$ cat src/rtl/bcd_pkg.sv
// rtl/bcd_pkg.sv - shared FSM state, BCD digit type and digit-range helper for bcd_sub_seq.
package bcd_pkg;

  typedef enum logic [1:0] {
    IDLE = 2'd0,
    SUB  = 2'd1,
    CMPL = 2'd2,
    DONE = 2'd3
  } state_t;

  typedef logic [3:0] bcd_digit_t;

  localparam bcd_digit_t BCD_MAX = 4'd9;

  function automatic logic bcd_bad(input bcd_digit_t dig);
    return dig > BCD_MAX;
  endfunction

endpackage

$ cat src/rtl/bcd_digit_sub.sv
// rtl/bcd_digit_sub.sv - one BCD digit subtract with borrow: d = x - y - bin, corrected by +10 on underflow.
module bcd_digit_sub
  import bcd_pkg::*;
(
  input  bcd_digit_t x,
  input  bcd_digit_t y,
  input  logic       bin,
  output bcd_digit_t d,
  output logic       bout
);

  logic [4:0] t;

  always_comb begin
    t    = {1'b0, x} - {1'b0, y} - {4'b0000, bin};
    bout = t[4];
    // A negative 5-bit result wraps mod 16, so adding 10 in 4 bits lands on the right digit.
    d    = t[4] ? (t[3:0] + 4'd10) : t[3:0];
  end

endmodule

$ cat src/rtl/bcd_sub_seq.sv
// rtl/bcd_sub_seq.sv - sequential packed-BCD |a-b|, one digit per cycle; BCD_CHECK_EN adds the invalid output.
module bcd_sub_seq
  import bcd_pkg::*;
#(
  parameter int DIGITS = 4
) (
  input  logic                clk,
  input  logic                rst,
  input  logic                start,
  input  logic [4*DIGITS-1:0] a,
  input  logic [4*DIGITS-1:0] b,
  output logic                busy,
  output logic                done,
  output logic [4*DIGITS-1:0] diff,
  output logic                neg
`ifdef BCD_CHECK_EN
  ,
  output logic                invalid
`endif
);

  localparam int W  = 4 * DIGITS;
  localparam int IW = (DIGITS > 1) ? $clog2(DIGITS) : 1;

  state_t        state, state_nx;
  logic [W-1:0]  a_sh, b_sh, res, res_shift;
  logic [IW-1:0] idx;
  logic          borrow;
  logic          last;
  bcd_digit_t    dx, dy, dd;
  logic          dbout;

  // CMPL reuses the same digit subtractor as 0 - raw digit.
  assign dx = (state == CMPL) ? 4'd0 : a_sh[3:0];
  assign dy = (state == CMPL) ? res[3:0] : b_sh[3:0];

  bcd_digit_sub u_digit (
    .x   (dx),
    .y   (dy),
    .bin (borrow),
    .d   (dd),
    .bout(dbout)
  );

  // Result digits enter at the top so that after DIGITS steps digit 0 sits in bits [3:0].
  generate
    if (DIGITS > 1) begin : g_multi
      assign res_shift = {dd, res[W-1:4]};
    end else begin : g_single
      assign res_shift = dd;
    end
  endgenerate

  assign last = (idx == IW'(DIGITS - 1));
  assign busy = (state != IDLE);
  assign done = (state == DONE);

  always_comb begin
    state_nx = state;
    case (state)
      IDLE:    if (start) state_nx = SUB;
      SUB:     if (last) state_nx = dbout ? CMPL : DONE;
      CMPL:    if (last) state_nx = DONE;
      DONE:    state_nx = IDLE;
      default: state_nx = IDLE;
    endcase
  end

`ifdef BCD_CHECK_EN
  logic bad_sticky;
  logic bad_now;

  assign bad_now = bcd_bad(a_sh[3:0]) | bcd_bad(b_sh[3:0]);

  always_ff @(posedge clk) begin
    if (rst) begin
      bad_sticky <= 1'b0;
      invalid    <= 1'b0;
    end else begin
      case (state)
        IDLE: if (start) bad_sticky <= 1'b0;
        SUB: begin
          bad_sticky <= bad_sticky | bad_now;
          if (last && !dbout) invalid <= bad_sticky | bad_now;
        end
        CMPL: if (last) invalid <= bad_sticky;
        default: ;
      endcase
    end
  end
`endif

  always_ff @(posedge clk) begin
    if (rst) begin
      state  <= IDLE;
      a_sh   <= '0;
      b_sh   <= '0;
      res    <= '0;
      idx    <= '0;
      borrow <= 1'b0;
      diff   <= '0;
      neg    <= 1'b0;
    end else begin
      state <= state_nx;
      case (state)
        IDLE: begin
          if (start) begin
            a_sh   <= a;
            b_sh   <= b;
            res    <= '0;
            idx    <= '0;
            borrow <= 1'b0;
          end
        end
        SUB: begin
          a_sh   <= a_sh >> 4;
          b_sh   <= b_sh >> 4;
          res    <= res_shift;
          borrow <= last ? 1'b0 : dbout;
          idx    <= last ? '0 : idx + 1'b1;
          if (last && !dbout) begin
            diff <= res_shift;
            neg  <= 1'b0;
          end
        end
        CMPL: begin
          res    <= res_shift;
          borrow <= dbout;
          idx    <= last ? '0 : idx + 1'b1;
          if (last) begin
            diff <= res_shift;
            neg  <= 1'b1;
          end
        end
        default: ;
      endcase
    end
  end

endmodule

$ cat config.mk
export PLATFORM = sky130hd
export DESIGN_NAME = bcd_sub_seq
export DESIGN_NICKNAME = d
export VERILOG_FILES = /design/src/rtl/bcd_pkg.sv /design/src/rtl/bcd_digit_sub.sv /design/src/rtl/bcd_sub_seq.sv
export SDC_FILE = /design/constraint.sdc
export NUM_CORES = 1
export LEC_CHECK = 0
export ABC_CLOCK_PERIOD_IN_PS = 5840
export CORE_MARGIN = 1.5
export CORE_UTILIZATION = 45
export DETAILED_ROUTE_END_ITERATION = 8
export GPL_ROUTABILITY_DRIVEN = 0
export PLACE_DENSITY = 0.69
export SLEW_MARGIN = 15
export SYNTH_ARGS = -nofsm -noshare
export SYNTH_HDL_FRONTEND = slang
export SYNTH_SLANG_ARGS = --single-unit
$ cat constraint.sdc
create_clock -name clk -period 5.84 [get_ports clk]
set_input_delay 1.168 -clock clk [delete_from_list [all_inputs] [get_ports clk]]
set_output_delay 1.168 -clock clk [all_outputs]
set_load 0.01 [all_outputs]
# After elaboration in Yosys (flattened, before gate mapping)
# Index checks and enable logic that the tools add are counted.
classes:
  n_addsub: 4
  eq_ne: 8
  muxes: 26
  reduce_logical: 14
op_table:
  columns: ["cell", "count"]
  rows:
  - ["16-bit case mux with 2 select lines", 4]
  - ["16-bit two-way mux", 5]
  - ["4-bit two-way mux", 3]
  - ["2-bit two-way mux", 5]
  - ["2-bit inequality test, second input constant", 4]
  - ["2-bit case mux with 4 select lines", 1]
  - ["2-bit nonzero test", 4]
  - ["2-bit == test, second input constant", 3]
  - ["2-bit AND reduction", 3]
  - ["3-bit AND reduction", 2]
  - ["1-bit two-way mux", 5]
  - ["4-bit by 4-bit subtractor with 5-bit output", 1]
  - ["5-bit by 1-bit subtractor with 5-bit output", 1]
  - ["4-bit adder, second input constant", 1]
  - ["2-bit case mux with 2 select lines", 1]
  - ["1-bit case mux with 3 select lines", 1]
  - ["3-bit nonzero test", 1]
  - ["2-bit by 1-bit adder with 2-bit output, second input constant", 1]
  - ["2-bit by 1-bit == test with 1-bit output, second input constant", 1]
  - ["2-bit logical NOT", 1]
  - ["1-bit case mux with 2 select lines", 1]
  - ["2-bit OR reduction", 1]
  - ["1-bit logical AND", 1]
  - ["1-bit logical NOT", 1]
word_totals:
  ff_bits: 70
  output_inout_bits: 19

# Logic depth before layout (Yosys ltp)
# Gate-level depths: netlist of the first run.
depth:
  word_depth: 8
  ltp_mapped: 14

# Hierarchy
# From an unflattened synthesis of the first run, not the netlist that was laid out.
hier_totals:
  hier_cells: 376
  hier_area_um2: 3677.3
modules_own_cells:
  columns: ["mod", "instances", "cells_each", "area_per_inst_um2"]
  rows:
  - ["bcd_sub_seq", 1, 344, 3403.3]
  - ["bcd_digit_sub", 1, 32, 274.0]

# Least setup slack after synthesis of the first run
# No wires, ideal clock.
synth_path:
  path_type: "register to register"
  from: "register state[0]"
  to: "register res[14]"
  arrival_time_ns: 3.046
  required_ns: 5.707
  setup_slack_ns: 2.661
  path_stages_with_launch: 14
  path_buffers: 1
  path_cell_list: "dfxtp_1 > inv_1 > ha_1 > buf_2 > mux2_2 > fa_1 > inv_1 > fa_1 > ha_1 > nor3b_1 > a211oi_1 > o221a_2 > a2bb2oi_1 > nor2_1"
synth_via:
  elab_chain_cells: 7
  elab_cells_between_ends: 14
  classes_between: "3 x add/sub; 3 x eq/ne; 4 x mux; 4 x reduce/logical"
synth_rtl:
  columns: ["item", "line_no", "rtl"]
  rows:
  - ["from (decl)", "bcd_sub_seq.sv:25", "state_t state, state_nx;"]
  - ["from (signal assigned)", "bcd_sub_seq.sv:104", "state <= state_nx;"]
  - ["2-bit == test", "bcd_sub_seq.sv:34, bcd_sub_seq.sv:35, bcd_sub_seq.sv:105", null]
  - ["4-bit two-way mux (on tied branches)", "bcd_sub_seq.sv:34, bcd_sub_seq.sv:35", null]
  - ["4-bit by 4-bit subtractor with 5-bit output", "bcd_digit_sub.sv:15", "t = {1'b0, x} - {1'b0, y} - {4'b0000, bin};"]
  - ["5-bit by 1-bit subtractor with 5-bit output", "bcd_digit_sub.sv:15", null]
  - ["4-bit adder", "bcd_digit_sub.sv:18", "d = t[4] ? (t[3:0] + 4'd10) : t[3:0];"]
  - ["4-bit two-way mux", "bcd_digit_sub.sv:18", null]
  - ["16-bit case mux with 2 select lines", "bcd_sub_seq.sv:105", "case (state)"]
  - ["to (signal assigned)", "bcd_sub_seq.sv:118", "res <= res_shift;"]
  - ["to (signal assigned)", "bcd_sub_seq.sv:127", "res <= res_shift;"]
  - ["to (decl)", "bcd_sub_seq.sv:26", "logic [W-1:0] a_sh, b_sh, res, res_shift;"]
# Parallel ways exist; a longest one is shown, timed or not.
# A chain may end at the register's enable or synchronous reset.

# Worst setup path after layout of the first run
layout_path:
  from: "register state[0]"
  to: "register diff[14]"
layout_via:
  elab_chain_cells: 8
  elab_cells_between_ends: 17
  classes_between: "3 x add/sub; 4 x eq/ne; 6 x mux; 4 x reduce/logical"
layout_rtl:
  columns: ["item", "line_no", "rtl"]
  rows:
  - ["2-bit == test", "bcd_sub_seq.sv:34, bcd_sub_seq.sv:35, bcd_sub_seq.sv:105", null]
  - ["4-bit two-way mux (on tied branches)", "bcd_sub_seq.sv:34, bcd_sub_seq.sv:35", null]
  - ["4-bit by 4-bit subtractor with 5-bit output", "bcd_digit_sub.sv:15", null]
  - ["5-bit by 1-bit subtractor with 5-bit output", "bcd_digit_sub.sv:15", null]
  - ["4-bit adder or 1-bit logical NOT (tied branches)", "bcd_digit_sub.sv:18, bcd_sub_seq.sv:121", null]
  - ["4-bit two-way mux or 1-bit logical AND (tied branches)", "bcd_digit_sub.sv:18, bcd_sub_seq.sv:121", null]
  - ["16-bit two-way mux, or another cell as far along", "bcd_sub_seq.sv:130", "if (last) begin"]
  - ["16-bit case mux with 2 select lines or 3-bit AND reduction (tied branches)", null, null]
  - ["to (signal assigned)", "bcd_sub_seq.sv:122", "diff <= res_shift;"]
  - ["to (signal assigned)", "bcd_sub_seq.sv:131", "diff <= res_shift;"]
  - ["to (decl)", "bcd_sub_seq.sv:14", "output logic [4*DIGITS-1:0] diff,"]
# Parallel ways exist; a longest one is shown, timed or not. The select of a mux whose other input is x is not followed.

==> results of run 1 <==
final timing paths:
kind	start	endpoint	slack, ns
worst min-delay path	diff[4]	diff[4]	0.46
worst max register to register	state[0]	diff[14]	2.34
worst max-delay path	state[0]	diff[14]	2.34
worst min register to register	diff[4]	diff[4]	0.46
worst max-delay path, delay by kind of cell (launching register included):
kind,cells,cell delay [ns]
simple gates,1,0.18
mux,1,0.40
buf+inv,2,0.20
fa+ha+maj,4,1.64
flops,1,0.35
compound gates,3,0.62
metal layers:
metal	track usage, %	part of all wire (%)
met5	0	0
met3	5.22	5.5
met2	32.6	48
met4	6.39	1.4
met1	22.5	45
cells by family (layout without fill, tap and decap cells):
logic type                 after synthesis  count (layout)  synth area share [%]
xor gates and xnor gates                 3               3                 0.795
AOI/OAI and AO/OA                      105             105                  24.4
and+or+nand+nor                         93              93                  12.9
muxes                                   30              30                  9.31
DFF                                     70              70                  42.4
buffers and inverters                   36              82                  5.19
adders and majority gates               12              12                  5.00
Yosys cell counts (2+ instances only):
| library cell | count |
|---|---|
| nor2b_1 | 3 |
| o21ai_2 | 10 |
| nand2b_1 | 6 |
| ha_1 | 10 |
| buf_2 | 11 |
| fa_1 | 2 |
| nand2_1 | 5 |
| nand3_1 | 15 |
| buf_1 | 2 |
| a211oi_1 | 25 |
| o21ai_4 | 2 |
| a21oi_1 | 11 |
| o21ai_1 | 2 |
| nor3_1 | 3 |
| inv_1 | 9 |
| a21oi_2 | 10 |
| dfxtp_1 | 70 |
| o21ai_0 | 8 |
| or2_1 | 2 |
| a311oi_1 | 3 |
| a22oi_1 | 22 |
| clkbuf_1 | 10 |
| xnor2_1 | 2 |
| o21bai_1 | 2 |
| buf_4 | 3 |
| nor2_1 | 52 |
| mux2_2 | 3 |
| mux2i_1 | 26 |
state kept, by name, summed over array words and instances, names as in the netlist:
| name | flops |
|---|---|
| borrow | 1 |
| state | 2 |
| diff | 16 |
| a_sh | 16 |
| b_sh | 16 |
| res | 16 |
| neg | 1 |
| idx | 2 |
power by group:
group	switching [mW]	internal, mW
clock network	0.184	0.250
logic	0.644	0.487
registers	0.0643	0.592
total	0.892	1.33
cells in the final DEF (no fill, tap or decap), types with 3 or more instances in the layout:
cell and n:
nor3_1 3, buf_4 3, clkbuf_8 10, mux2i_1 26, a21oi_1 11, a311oi_1 3, o21ai_0 8, a21oi_2 10
a211oi_1 25, nor2_1 52, a22oi_1 22, o21ai_2 10, nand3_1 15, mux2_2 3, clkdlybuf4s50_1 52, nand2_1 5
inv_1 9, ha_1 9, nand2b_1 6, dfxtp_1 70, nor2b_1 3
per-stage QoR:
step	setup WS, ns	area (µm²)
2_1_floorplan	2.66	3310
3_3_place_gp	2.48	3850
3_5_place_dp	2.34	3850
4_1_cts	2.33	4080
5_1_grt	2.11	4100
6_report	2.34	4100
cell type report:
cell class                      count  area [µm²]  share of cell area (%)
Clock buffer                       10         138                    3.35
Clock inverter                      6        85.1                    2.07
Inverter                            9        33.8                   0.823
Multi-Input combinational cell    243        1750                    42.6
Sequential cell                    70        1400                    34.1
Tap cell                           99         124                    3.02
Timing Repair Buffer               57         576                    14.0
==> results.sh, run 1 <==
export IMPL_cts_htree_levels=3
export IMPL_synth_seq_cells=70
export IMPL_num_rows=31
export IMPL_vias=2617
export IMPL_ios=54
export IMPL_ff2ff_path_depth=11
export IMPL_clk_path_buf_depth=2
export IMPL_grt_overflow_total=0
export IMPL_p_leak_nw=1.45
export IMPL_cts_root_buf="clkbuf_8"
export IMPL_drtAntennaViolNets=0
export IMPL_synth_top_area_share_pct=42.4
export IMPL_antenna_found_initial=0
export IMPL_synth_area_leaders="dfxtp_1 (42%), mux2i_1 (7.9%), nor2_1 (5.9%), a211oi_1 (5.7%), a22oi_1 (5.0%)"
export IMPL_via_per_inst=5.30
export IMPL_hold_ws_ns=0.464
export IMPL_post_cts_buffers=0
export IMPL_die_area_mm2=0.00787
export IMPL_ys_types=48
export IMPL_rsz0062_at_grt="false"
export IMPL_cts_hold_buf=0
export IMPL_drv_cap=0
export IMPL_hold_violations=0
export IMPL_outcome="completed"
export IMPL_min_period_over_period_pct=59.9
export IMPL_routed_wl_um=6770
export IMPL_final_layout_size_suffix_gt1_share_pct=13.2
export IMPL_yosysSeqAreaShare_pct=42.4
export IMPL_vdd_drop_max_mv=0.282
export IMPL_final_setup_viol_count=0
export IMPL_final_cells=494
export IMPL_slowest_stage="fa_1"
export IMPL_holdPathStages=2
export IMPL_drc=0
export IMPL_tritoncts="done"
export IMPL_finalSetupTns_ns=0
export IMPL_cts_buffers=9
export IMPL_clkTransAtPathRegs_ns=0.07
export IMPL_crit_chain="inv_1 -> ha_1 -> mux2_2 -> fa_1 -> inv_1 -> fa_1 -> ha_1 -> nor3b_1 -> a211oi_1 -> o221a_2 -> a311oi_1"
export IMPL_yosys_warnings=0
export IMPL_crit_path_max_fanout=12
export IMPL_synth_cells=349
export IMPL_start_util_pct=46.1
export IMPL_grt_max_degree=72
export IMPL_pwr_density_cell_mw_per_mm2=541
export IMPL_slew_headroom_pct=33.6
export IMPL_die_h_um=88.7
export IMPL_fin_crit_ns=3.50
export IMPL_dp_hpwl_um=4660
export IMPL_avgSynthCellArea_um2=9.47
export IMPL_min_path_type="register to register"
export IMPL_synth_edf_count=0
export IMPL_syn_to_final_growth_pct=24.1
export IMPL_dp_cells=477
export IMPL_ys_async_sr_fraction_pct=0
export IMPL_ctsResizeCount=0
export IMPL_slew_violations=0
export IMPL_nFillCells=648
export IMPL_fin_skew_ns=0.00654
export IMPL_start_kind="register"
export IMPL_track_usage_pct=18.8
export IMPL_synth_nets=396
export IMPL_worst_slew_pin_transition_ns=0.977
export IMPL_grt_pass1_wl_um=11500
export IMPL_grt_pass1_vias=2476
export IMPL_firstDrtPassIters=4
export IMPL_post_route_util_pct=57.2
export IMPL_clock_fmax_ghz=0.286
export IMPL_total_power_mw=2.22
export IMPL_syn_cell_area_mm2=0.00331
export IMPL_yosys_area_top_type="dfxtp_1"
export IMPL_design_core_area_mm2=0.00718
export IMPL_wl_per_cell_um=13.7
export IMPL_clock_latency_ns=0.34
export IMPL_critPathCaptureType="register"
export IMPL_path_class="register to register"
export IMPL_worst_endpoint_arrival_ns=3.75
export IMPL_max_stage_delay_ns=0.48
export IMPL_port_buffers=53
export IMPL_crit_required_ns=6.09
export IMPL_drt_iter0_drc=109
export IMPL_synth_top_flop_cell="dfxtp_1"
export IMPL_antenna_cells=0
export IMPL_die_w_um=88.7
export IMPL_final_nets=437
export IMPL_clock_sinks=70
No activity file was read; power rests on OpenSTA's default activity.
==> run 2: changes to the inputs <==
--- a/config.mk
+++ b/config.mk
@@ -5,7 +5,7 @@
 export SDC_FILE = /design/constraint.sdc
 export NUM_CORES = 1
 export LEC_CHECK = 0
-export ABC_CLOCK_PERIOD_IN_PS = 5840
+export ABC_CLOCK_PERIOD_IN_PS = 3550
 export CORE_MARGIN = 1.5
 export CORE_UTILIZATION = 45
 export DETAILED_ROUTE_END_ITERATION = 8
==> constraint.sdc (replaced) <==
create_clock -name clk -period 3.55 [get_ports clk]
set_input_delay 0.71 -clock clk [delete_from_list [all_inputs] [get_ports clk]]
set_output_delay 0.71 -clock clk [all_outputs]
set_load 0.01 [all_outputs]
==> run 2 against run 1 <==
Hold slack lost 0.00052 ns. Critical path depth up 2. Clock skew down 0.0017 ns. First-iteration DRC count down 47%. Sequential power up 65%. Flip-flop and latch count is the same. Sequential share of layout area rose by 0.52 points. Maximum frequency is 8.6% higher. Critical endpoint is now res[14]. Largest power group unchanged.
==> results.sh, run 2 (synthesized netlist as in run 1, its figures left out) <==
export IMPL_fin_area_mm2=0.00404
export IMPL_worst_endpoint_arrival_ns=3.43
export IMPL_dp_cells=480
export IMPL_syn_to_final_growth_pct=22.3
export IMPL_cts_root_buf="clkbuf_8"
export IMPL_cts_buffers=9
export IMPL_clkTransAtPathRegs_ns=0.07
export IMPL_final_layout_size_suffix_gt1_share_pct=13.4
export IMPL_path_class="register to register"
export IMPL_grt_max_degree=49
export IMPL_start_util_pct=46.1
export IMPL_critPathCaptureType="register"
export IMPL_clock_sinks=70
export IMPL_wl_per_cell_um=13.4
export IMPL_die_h_um=88.7
export IMPL_design_core_area_mm2=0.00718
export IMPL_slew_headroom_pct=34.6
export IMPL_cts_htree_levels=3
export IMPL_hold_violations=0
export IMPL_layout_commonest_cell="dfxtp_1"
export IMPL_clk_path_buf_depth=2
export IMPL_vias=2593
export IMPL_grt_pass1_vias=2423
export IMPL_p_int_mw=2.01
export IMPL_pwr_density_cell_mw_per_mm2=858
export IMPL_fin_skew_ns=0.00481
export IMPL_grt_pass1_wl_um=11200
export IMPL_p_seq_share_pct=31.1
export IMPL_routed_wl_um=6660
export IMPL_p_leak_nw=1.44
export IMPL_dp_worst_setup_slack_ns=0.343
export IMPL_crit_required_ns=3.76
export IMPL_tritoncts="done"
export IMPL_total_power_mw=3.47
export IMPL_post_route_util_pct=56.3
export IMPL_rsz0062_at_grt="false"
export IMPL_ios=54
export IMPL_num_rows=31
export IMPL_dp_hpwl_um=4720
export IMPL_final_cells=496
export IMPL_nFillCells=682
export IMPL_drc=0
export IMPL_worst_slew_pin_transition_ns=0.962
export IMPL_dpl_cell_area_mm2=0.00388
export IMPL_p_comb_share_pct=53.0
export IMPL_port_buffers=53
export IMPL_fin_crit_ns=3.22
export IMPL_clock_latency_ns=0.34
export IMPL_layout_cells_most_common_list="dfxtp_1 (70), nor2_1 (52), clkdlybuf4s50_1 (52)"
export IMPL_post_cts_buffers=0
export IMPL_drt_iter0_drc=58
export IMPL_clock_power_share_pct=15.9
export IMPL_hold_ws_ns=0.463
export IMPL_track_usage_pct=18.7
export IMPL_via_per_inst=5.23
export IMPL_slew_violations=0
export IMPL_reg2reg_slack_ns=0.33
export IMPL_vdd_drop_max_mv=0.398
export IMPL_firstDrtPassIters=4
export IMPL_swShare_pct=41.9
export IMPL_die_area_mm2=0.00787
export IMPL_grt_overflow_total=0
export IMPL_crit_path_max_fanout=11
export IMPL_outcome="completed"
export IMPL_drv_cap=0
export IMPL_finalSetupTns_ns=0
export IMPL_start_kind="register"
export IMPL_ctsResizeCount=0
export IMPL_p_sw_mw=1.45
export IMPL_die_w_um=88.7
export IMPL_final_setup_viol_count=0
export IMPL_antenna_found_initial=0
export IMPL_final_nets=439
export IMPL_cts_hold_buf=0
export IMPL_antenna_cells=0
export IMPL_clock_fmax_ghz=0.310
export IMPL_setup_ws_ns=0.327
export IMPL_min_period_over_period_pct=90.8
export IMPL_drtAntennaViolNets=0
export IMPL_min_path_type="register to register"
[run 2: worst paths after layout]
path                 start  endpoint  cells past startpoint
setup / recovery  state[0]   res[14]                     13
hold / removal     diff[1]   diff[1]                      2
setup reg to reg  state[0]   res[14]                     13
hold reg to reg    diff[1]   diff[1]                      2
[run 2: metal layers]
metal  wire, µm  vias to the layer above  share of wire [%]  global-route usage [%]
met1       3090                     1176                 46                    23.4
li1           -                     1348                  -                       -
met4        118                        0                1.8                    8.52
met2       3170                       59                 48                    30.3
met5          0                        -                  0                       0
met3        274                       10                4.1                    4.48
[run 2: power by group through the flow]
stage                     clock network, mW  registers [mW]  logic, mW
after global routing                  0.611            1.11       2.04
after global placement                    0            1.09       1.80
final                                 0.550            1.08       1.84
after CTS                             0.566            1.08       1.85
after floorplan                           0            1.07       1.54
after detailed placement                  0            1.10       1.85
[run 2: area by class of cell]
cell class              count  area, µm²  area share, %
inverters                   9       33.8          0.836
repair buffers             59        571           14.1
well taps                  99        124           3.06
multi-input cells         243       1750           43.2
flip-flops and latches     70       1400           34.7
clock buffers              11        141           3.50
clock inverters             5       25.0          0.619
[run 2: critical path: stages (launching register included)]
cell	delay, ns
dfxtp_1	0.39
inv_1	0.08
ha_1	0.21
buf_4	0.18
nand2b_1	0.16
fa_1	0.35
inv_1	0.10
fa_1	0.48
ha_1	0.33
nor3b_1	0.14
a211oi_1	0.20
o221a_2	0.24
a2bb2oi_1	0.16
nor2_1	0.05
